==> config.mk <==
export PLATFORM = sky130hd
export DESIGN_NAME = seq_pulse_monitor_flat
export DESIGN_NICKNAME = d
export VERILOG_FILES = /design/src/rtl/seq_pulse_monitor_pkg.sv /design/src/rtl/seq_pulse_monitor_if.sv /design/src/rtl/seq_pulse_monitor_sync_rise_detect.sv /design/src/rtl/seq_pulse_monitor.sv /design/src/flat_wrapper.sv
export SDC_FILE = /design/constraint.sdc
export NUM_CORES = 1
export LEC_CHECK = 0
export ABC_CLOCK_PERIOD_IN_PS = 4019
export CORE_UTILIZATION = 55
export CTS_CLUSTER_SIZE = 14
export DETAILED_ROUTE_END_ITERATION = 7
export GPL_TIMING_DRIVEN = 0
export PLACE_DENSITY = 0.85
export SETUP_SLACK_MARGIN = 0.5
export SLEW_MARGIN = 30
export SYNTH_ARGS = -nofsm -noshare
export SYNTH_HDL_FRONTEND = slang
export SYNTH_SLANG_ARGS = --single-unit
==> constraint.sdc <==
create_clock -name clk -period 4.02 [get_ports clk]
set_input_delay 0.603 -clock clk [delete_from_list [all_inputs] [get_ports clk]]
set_output_delay 0.603 -clock clk [all_outputs]
set_load 0.02 [all_outputs]
==> src/rtl/seq_pulse_monitor_pkg.sv <==
// rtl/seq_pulse_monitor_pkg.sv - shared types and default sizes for the sequencer pulse monitor
package seq_mon_pkg;

  typedef enum logic [1:0] {
    IDLE       = 2'd0,
    WAIT_FIRST = 2'd1,
    MEASURE    = 2'd2,
    TIMEOUT_ST = 2'd3
  } monstate_t;

  localparam int SEQ_MON_CNT_W   = 8;
  localparam int SEQ_MON_PER_W   = 8;
  localparam int SEQ_MON_TIMEOUT = 16;

endpackage

==> src/rtl/seq_pulse_monitor_if.sv <==
// rtl/seq_pulse_monitor_if.sv - control inputs and status outputs of the pulse monitor
interface seq_pulse_monitor_if
  import seq_mon_pkg::*;
#(
  parameter int CNT_W = SEQ_MON_CNT_W,
  parameter int PER_W = SEQ_MON_PER_W
);
  logic             en;
  logic             clr;
  logic             y_in;
  logic             edge_pulse;
  logic [CNT_W-1:0] pulse_count;
  logic [PER_W-1:0] last_period;
  logic             period_valid;
  logic             timeout;
  monstate_t        state_o;

  modport master (
    output en, clr, y_in,
    input  edge_pulse, pulse_count, last_period, period_valid, timeout, state_o
  );

  modport slave (
    input  en, clr, y_in,
    output edge_pulse, pulse_count, last_period, period_valid, timeout, state_o
  );
endinterface

==> src/rtl/seq_pulse_monitor_sync_rise_detect.sv <==
// rtl/seq_pulse_monitor_sync_rise_detect.sv - two-flop sample of y with rising-edge output
module sync_rise_detect (
  input  logic clk,
  input  logic reset,
  input  logic d_i,
  output logic rise_o
);
  logic y_q;
  logic y_p;

  always_ff @(posedge clk or posedge reset) begin
    if (reset) begin
      y_q <= 1'b0;
      y_p <= 1'b0;
    end else begin
      y_q <= d_i;
      y_p <= y_q;
    end
  end

  assign rise_o = y_q & ~y_p;
endmodule

==> src/rtl/seq_pulse_monitor.sv <==
// rtl/seq_pulse_monitor.sv - counts home-state edges, measures their spacing, flags timeout
// PULSE_CNT_WRAP_EN: pulse_count wraps instead of saturating.
module seq_pulse_monitor
  import seq_mon_pkg::*;
#(
  parameter int CNT_W   = SEQ_MON_CNT_W,
  parameter int PER_W   = SEQ_MON_PER_W,
  parameter int TIMEOUT = SEQ_MON_TIMEOUT
) (
  input logic                clk,
  input logic                reset,
  seq_pulse_monitor_if.slave mon
);
  monstate_t        state_q, state_d;
  logic [PER_W-1:0] per_cnt_q, per_cnt_d;
  logic [PER_W-1:0] last_period_q;
  logic [CNT_W-1:0] pulse_count_q, pulse_count_inc;
  logic             timeout_q;
  logic             rise;
  logic             count_inc;
  logic             load_period;
  logic             set_timeout;

  sync_rise_detect u_sync (
    .clk    (clk),
    .reset  (reset),
    .d_i    (mon.y_in),
    .rise_o (rise)
  );

  always_comb begin
    state_d     = state_q;
    per_cnt_d   = per_cnt_q;
    count_inc   = 1'b0;
    load_period = 1'b0;
    set_timeout = 1'b0;
    if (!mon.en) begin
      state_d   = IDLE;
      per_cnt_d = '0;
    end else begin
      case (state_q)
        IDLE: state_d = WAIT_FIRST;
        WAIT_FIRST, TIMEOUT_ST: begin
          // an edge after a timeout restarts timing but its interval is meaningless
          if (rise) begin
            count_inc = 1'b1;
            per_cnt_d = PER_W'(1);
            state_d   = MEASURE;
          end
        end
        MEASURE: begin
          if (rise) begin
            count_inc   = 1'b1;
            load_period = 1'b1;
            per_cnt_d   = PER_W'(1);
          end else if (per_cnt_q == PER_W'(TIMEOUT)) begin
            set_timeout = 1'b1;
            state_d     = TIMEOUT_ST;
          end else begin
            per_cnt_d = per_cnt_q + PER_W'(1);
          end
        end
        default: state_d = IDLE;
      endcase
    end
  end

`ifdef PULSE_CNT_WRAP_EN
  assign pulse_count_inc = pulse_count_q + CNT_W'(1);
`else
  assign pulse_count_inc = (&pulse_count_q) ? pulse_count_q : pulse_count_q + CNT_W'(1);
`endif

  always_ff @(posedge clk or posedge reset) begin
    if (reset) begin
      state_q       <= IDLE;
      per_cnt_q     <= '0;
      last_period_q <= '0;
      pulse_count_q <= '0;
      timeout_q     <= 1'b0;
    end else begin
      state_q   <= state_d;
      per_cnt_q <= per_cnt_d;
      if (mon.clr) pulse_count_q <= '0;
      else if (count_inc) pulse_count_q <= pulse_count_inc;
      // a fresh measurement outranks clr so the strobe and value stay paired
      if (load_period) last_period_q <= per_cnt_q;
      else if (mon.clr) last_period_q <= '0;
      if (mon.clr) timeout_q <= 1'b0;
      else if (set_timeout) timeout_q <= 1'b1;
    end
  end

  assign mon.edge_pulse   = rise & (state_q != IDLE);
  assign mon.period_valid = load_period;
  assign mon.pulse_count  = pulse_count_q;
  assign mon.last_period  = last_period_q;
  assign mon.timeout      = timeout_q;
  assign mon.state_o      = state_q;
endmodule

==> src/flat_wrapper.sv <==
// flat-port wrapper written by rule: the top's interface ports become plain ports
module seq_pulse_monitor_flat import seq_mon_pkg::*;
#(
  parameter int CNT_W   = SEQ_MON_CNT_W,
  parameter int PER_W   = SEQ_MON_PER_W,
  parameter int TIMEOUT = SEQ_MON_TIMEOUT
)
  (clk, reset, mon_en, mon_clr, mon_y_in, mon_edge_pulse, mon_pulse_count, mon_last_period, mon_period_valid, mon_timeout, mon_state_o);
  seq_pulse_monitor_if #(.CNT_W(CNT_W), .PER_W(PER_W)) mon_i ();
  input logic clk;
  input logic reset;
  input wire logic [$bits(mon_i.en)-1:0] mon_en;
  input wire logic [$bits(mon_i.clr)-1:0] mon_clr;
  input wire logic [$bits(mon_i.y_in)-1:0] mon_y_in;
  output wire logic [$bits(mon_i.edge_pulse)-1:0] mon_edge_pulse;
  output wire logic [$bits(mon_i.pulse_count)-1:0] mon_pulse_count;
  output wire logic [$bits(mon_i.last_period)-1:0] mon_last_period;
  output wire logic [$bits(mon_i.period_valid)-1:0] mon_period_valid;
  output wire logic [$bits(mon_i.timeout)-1:0] mon_timeout;
  output wire logic [$bits(mon_i.state_o)-1:0] mon_state_o;
  assign mon_i.en = mon_en;
  assign mon_i.clr = mon_clr;
  assign mon_i.y_in = mon_y_in;
  assign mon_edge_pulse = mon_i.edge_pulse;
  assign mon_pulse_count = mon_i.pulse_count;
  assign mon_last_period = mon_i.last_period;
  assign mon_period_valid = mon_i.period_valid;
  assign mon_timeout = mon_i.timeout;
  assign mon_state_o = mon_i.state_o;
  seq_pulse_monitor #(.CNT_W(CNT_W), .PER_W(PER_W), .TIMEOUT(TIMEOUT)) u_core (.clk(clk), .reset(reset), .mon(mon_i));
endmodule
; ---- Yosys cells after proc, flatten, opt, wreduce, memory -nomap -nowiden
; Cells that the tools add are included.
[op_classes]
n_addsub = 2
n_reduce_logical = 11
bitwise = 3
eq_ne = 10
n_mux = 26
[op_table]
columns = op, n
row1 = two-way mux 8 bit, 9
row2 = adder 8 x 1 -> 8 bit (second input constant), 2
row3 = case mux 8 bit (2 select lines), 1
row4 = two-way mux 1 bit, 11
row5 = == test 8 x 5 -> 1 bit (second input constant), 1
row6 = two-way mux 2 bit, 4
row7 = AND reduction 8 bit, 1
row8 = nonzero test 2 bit, 4
row9 = inequality test 3 x 2 -> 1 bit (second input constant), 2
row10 = case mux 2 bit (3 select lines), 1
row11 = AND reduction 3 bit, 2
row12 = == test 2 bit (second input constant), 2
row13 = inequality test 4 x 3 -> 1 bit (second input constant), 1
row14 = inequality test 3 x 1 -> 1 bit (second input constant), 1
row15 = inequality test 3 bit (second input constant), 1
row16 = OR reduction 3 bit, 1
row17 = bitwise AND 1 bit, 2
row18 = == test 2 x 1 -> 1 bit (second input constant), 1
row19 = logical NOT 2 bit, 1
row20 = inequality test 2 bit (second input constant), 1
row21 = AND reduction 2 bit, 1
row22 = OR reduction 2 bit, 1
row23 = inverter 1 bit, 1
[totals]
out_inout_bits = 21
wordCells = 59
register_bits = 29
input_bits = 5

; ---- Longest topological paths before layout
[logic_depth]
ltp_word = 7
ltp_mapped = 7
ltp_nobuf = 7

; ---- By module
; Synthesis repeated with hierarchy kept, for this count alone.
[hier_totals]
hier_cells = 143
area_unflattened_um2 = 1485.2
[modules_own_cells]
columns = module, instances, cells_per_inst, seq_area_each_um2, area_each_um2
row1 = seq_pulse_monitor, 1, 139, 675.6, 1417.6
row2 = sync_rise_detect, 1, 4, 50.0, 67.6

; ---- Worst setup path before layout
; No wires, ideal clock.
[synth_timing]
kind = flip-flop to output port
start = register u_core.state_q[0], in the netlist u_core.mon.state_o[0]
end = output port mon_period_valid
path_slack_ns = 2.055
required_time_ns = 3.417
path_buffers = 2
stages_incl_launch_ff = 5
t_arrival_ns = 1.362
cell_sequence = dfrtp_1 > and2b_1 > and3_2 > clkbuf_1 > buf_2
[synth_between]
elab_chain_cells = 3
[synth_rtl]
columns = element, line_no
row1 = "start, declared", seq_pulse_monitor.sv:14  ; monstate_t state_q, state_d;
row2 = "start signal, assigned", seq_pulse_monitor.sv:82  ; state_q <= state_d;
row3 = == test 2 bit, seq_pulse_monitor.sv:41  ; case (state_q)
row4 = two-way mux 1 bit, seq_pulse_monitor.sv:41
row5 = two-way mux 1 bit, seq_pulse_monitor.sv:37  ; if (!mon.en) begin
row6 = "end, declared", flat_wrapper.sv:18  ; output wire logic [$bits(mon_i.period_valid)-1:0] mon_period_valid;
; No other way between the ends.

; ---- Worst setup path in the final report
; Same ends and word-level chain as after synthesis.

==> out/metrics.cfg <==
[outcome]
status = completed

[logic_synthesis]
yosys-top-cells-count = dfrtp_1 (29), o21ai_0 (14), nand2_1 (13), a21oi_1 (10), nand2b_1 (9)
syn-num-nets = 158
synth.top_cells.by_area = dfrtp_1 (49%), o21ai_0 (4.8%), nand2b_1 (3.8%), a21oi_1 (3.4%), nand2_1 (3.3%)
synth_most_common_cell = dfrtp_1
syn_inst = 150
ys_dominant_reg_cell = dfrtp_1
synth_edf_count = 0
ys_seq_area_frac = 0.494
syn_area_per_cell_sq_um = 9.78
yosysTopAreaCell = dfrtp_1
yosys_warnings = 0
synthArstFlopShare = 1.00
synthesis.area_sq_um = 1470
ys_ff_latch = 29
netlist.area_leader.share = 0.494
yosysUniqueCellTypes = 39

[clocking]
cts_hold_buffers = 0
insertion_delay_ns = 0.32
max-clock-path-buffers = 2
cts_tree = done
clk_pin_slew_ns = 0.08
cts_buffers = 5
clock_sinks = 29
clock-root-buffer = clkbuf_4
post_cts_buffers = 0
cts_resized = 0
htreeDepth = 2

[placed_design]
dp_hpwl_microns = 2140
place_inst = 204
place_area_sq_um = 1750
port_buffers = 24
gp_congestion = 0.834

[floorplanning]
placeableCoreArea_sq_um = 2500
die_y_microns = 53.7
start_util = 0.587
dieArea_sq_um = 2880
die_width_microns = 53.7
fp-row-count = 18
pin_count = 26

[pwr]
powerDensity_nw_per_um2 = 286
p_sw_frac = 0.234
total_power_uw = 515
p_seq_frac = 0.584
switching_power_uw = 121
p_int_uw = 394
comb_power_share = 0.077
clkPwrFrac = 0.339
power_leakage_uw = 0.000763
vdd_ir_drop_max_v = 0.000317

[setup_path]
worst_ep_arrival_time_ns = 2.37
r2r_end = u_core.per_cnt_q[1]
start_kind = flip-flop
r2r_start = u_core.per_cnt_q[0]
crit_fanout = 10
end_kind = primary output
crit_type = reg2out
critPathRequiredTime_ns = 3.42
rr_worst_depth = 7
rrSetupSlack_ns = 2.13

[worst_hold_path]
hold_depth = 0
hp-class = reg2reg
hold_path.startpoint = u_core.u_sync.y_q
min_to = u_core.u_sync.y_p

[timing]
fin_skew_ns = 0.00611
period_minus_slack_ns = 2.98
hold_viol = 0
slew_headroom = 0.613
fin_setup_tns_ns = 0
finalMaxSlewViolations = 0
rsz0062_at_grt = no
setup_viol = 0
clock.fmax_mhz = 336
period_share = 0.740
worstMarginPinSlew_ns = 0.579

[global_route]
grtUsageTotal = 0.236
grt_pass1_vias = 1050
grt.overflow.total = 0
grt_max_degree = 30
grt_pass1_wl_microns = 4670
antenna_found_initial = 0

[finish]
fin_cells = 211
drive_above_1_share = 0.0884
stdcell_area_sq_um = 1800
num-fill-cells = 200
n_antenna_cell = 0
final_net_count = 189
area_growth_pct = 22.7

[detailed_routing]
drc = 0
ant_nets = 0
routed_wl_microns = 2970
drtIter0Drc = 40
vias = 1285
drt-wirelength-per-cell_microns = 14.1
viasPerCell = 6.09
drt_pass1_iterations = 4

[run]
cap_violations = 0

[worst max-delay path: stages, from the launching register on]
cell and delay [ns]:
dfrtp_1 0.43, and2b_1 0.28, and3_2 0.19, clkbuf_1 0.26, buf_2 0.26, clkdlybuf4s50_1 0.63
[worst max-delay path by stage]
stage / to / start / cells past startpoint
after global placement: mon_period_valid / mon_en / 5
after global routing: mon_period_valid / u_core.mon.state_o[0] / 5
after CTS: mon_period_valid / u_core.mon.state_o[0] / 5
final: mon_period_valid / u_core.mon.state_o[0] / 5
after detailed placement: mon_period_valid / mon_en / 5
after floorplan: mon_period_valid / u_core.mon.state_o[0] / 4
[state kept, by name, summed over array words and instances, names as in the netlist]
name / count
u_core.mon.last_period: 8
u_core.u_sync.y_p: 1
u_core.mon.timeout: 1
u_core.mon.state_o: 2
u_core.u_sync.y_q: 1
u_core.per_cnt_q: 8
u_core.mon.pulse_count: 8
[cell type report]
type,instances,area [sq um],area share
Sequential cell,29,726,0.403
Multi-Input combinational cell,109,682,0.379
Timing Repair Buffer,24,240,0.133
Clock buffer,7,55.1,0.0306
Buffer,6,37.5,0.0208
Tap cell,30,37.5,0.0208
Inverter,6,22.5,0.0125
[power by group through the flow]
| stage | clock network [uW] | registers (uW) | logic [uW] |
|---|---|---|---|
| 6_report | 175 | 301 | 39.5 |
| 5_1_grt | 193 | 302 | 44.3 |
| 4_1_cts | 180 | 301 | 40.2 |
| 3_5_place_dp | 0 | 307 | 40.1 |
| 3_3_place_gp | 0 | 306 | 39.5 |
| 2_1_floorplan | 0 | 307 | 24.1 |
[kinds of logic (layout without fill, tap and decap cells)]
kind of cell | after synthesis | in the layout | share of synthesized area
flip-flops | 29 | 29 | 0.494
multiplexers | 1 | 1 | 0.00682
adder cells (fa/ha/maj) | 3 | 3 | 0.0256
AND/OR/NAND/NOR | 64 | 64 | 0.260
AO/OA/AOI/OAI | 41 | 41 | 0.172
buffers and inverters | 12 | 43 | 0.0409
[placed cells by master (no fill, tap or decap), types with 6 or more instances in the layout]
cell / count
clkdlybuf4s50_1: 24
nand2_1: 13
nand2b_1: 9
o31ai_1: 6
a21oi_1: 10
o21ai_0: 14
nand3_1: 8
dfrtp_1: 29
[stage by stage]
step / worst slack, ns / utilization / hold WS [ns]
2_1_floorplan: 2.05 / - / 0.435
3_3_place_gp: 1.41 / 0.698 / 0.448
3_5_place_dp: 1.35 / 0.698 / 0.472
4_1_cts: 1.02 / 0.720 / 0.492
5_1_grt: 0.851 / 0.720 / 0.504
6_report: 1.04 / 0.720 / 0.488
[per-layer routing]
layer / part of all wire / GRT usage / up-vias
met3: 0.066 / 0.0847 / 4
met2: 0.48 / 0.360 / 46
met5: 0 / 0 / -
met1: 0.44 / 0.314 / 628
met4: 0.011 / 0.0658 / 0
li1: - / - / 607
Note: power is estimated with default switching activity, not from simulation.
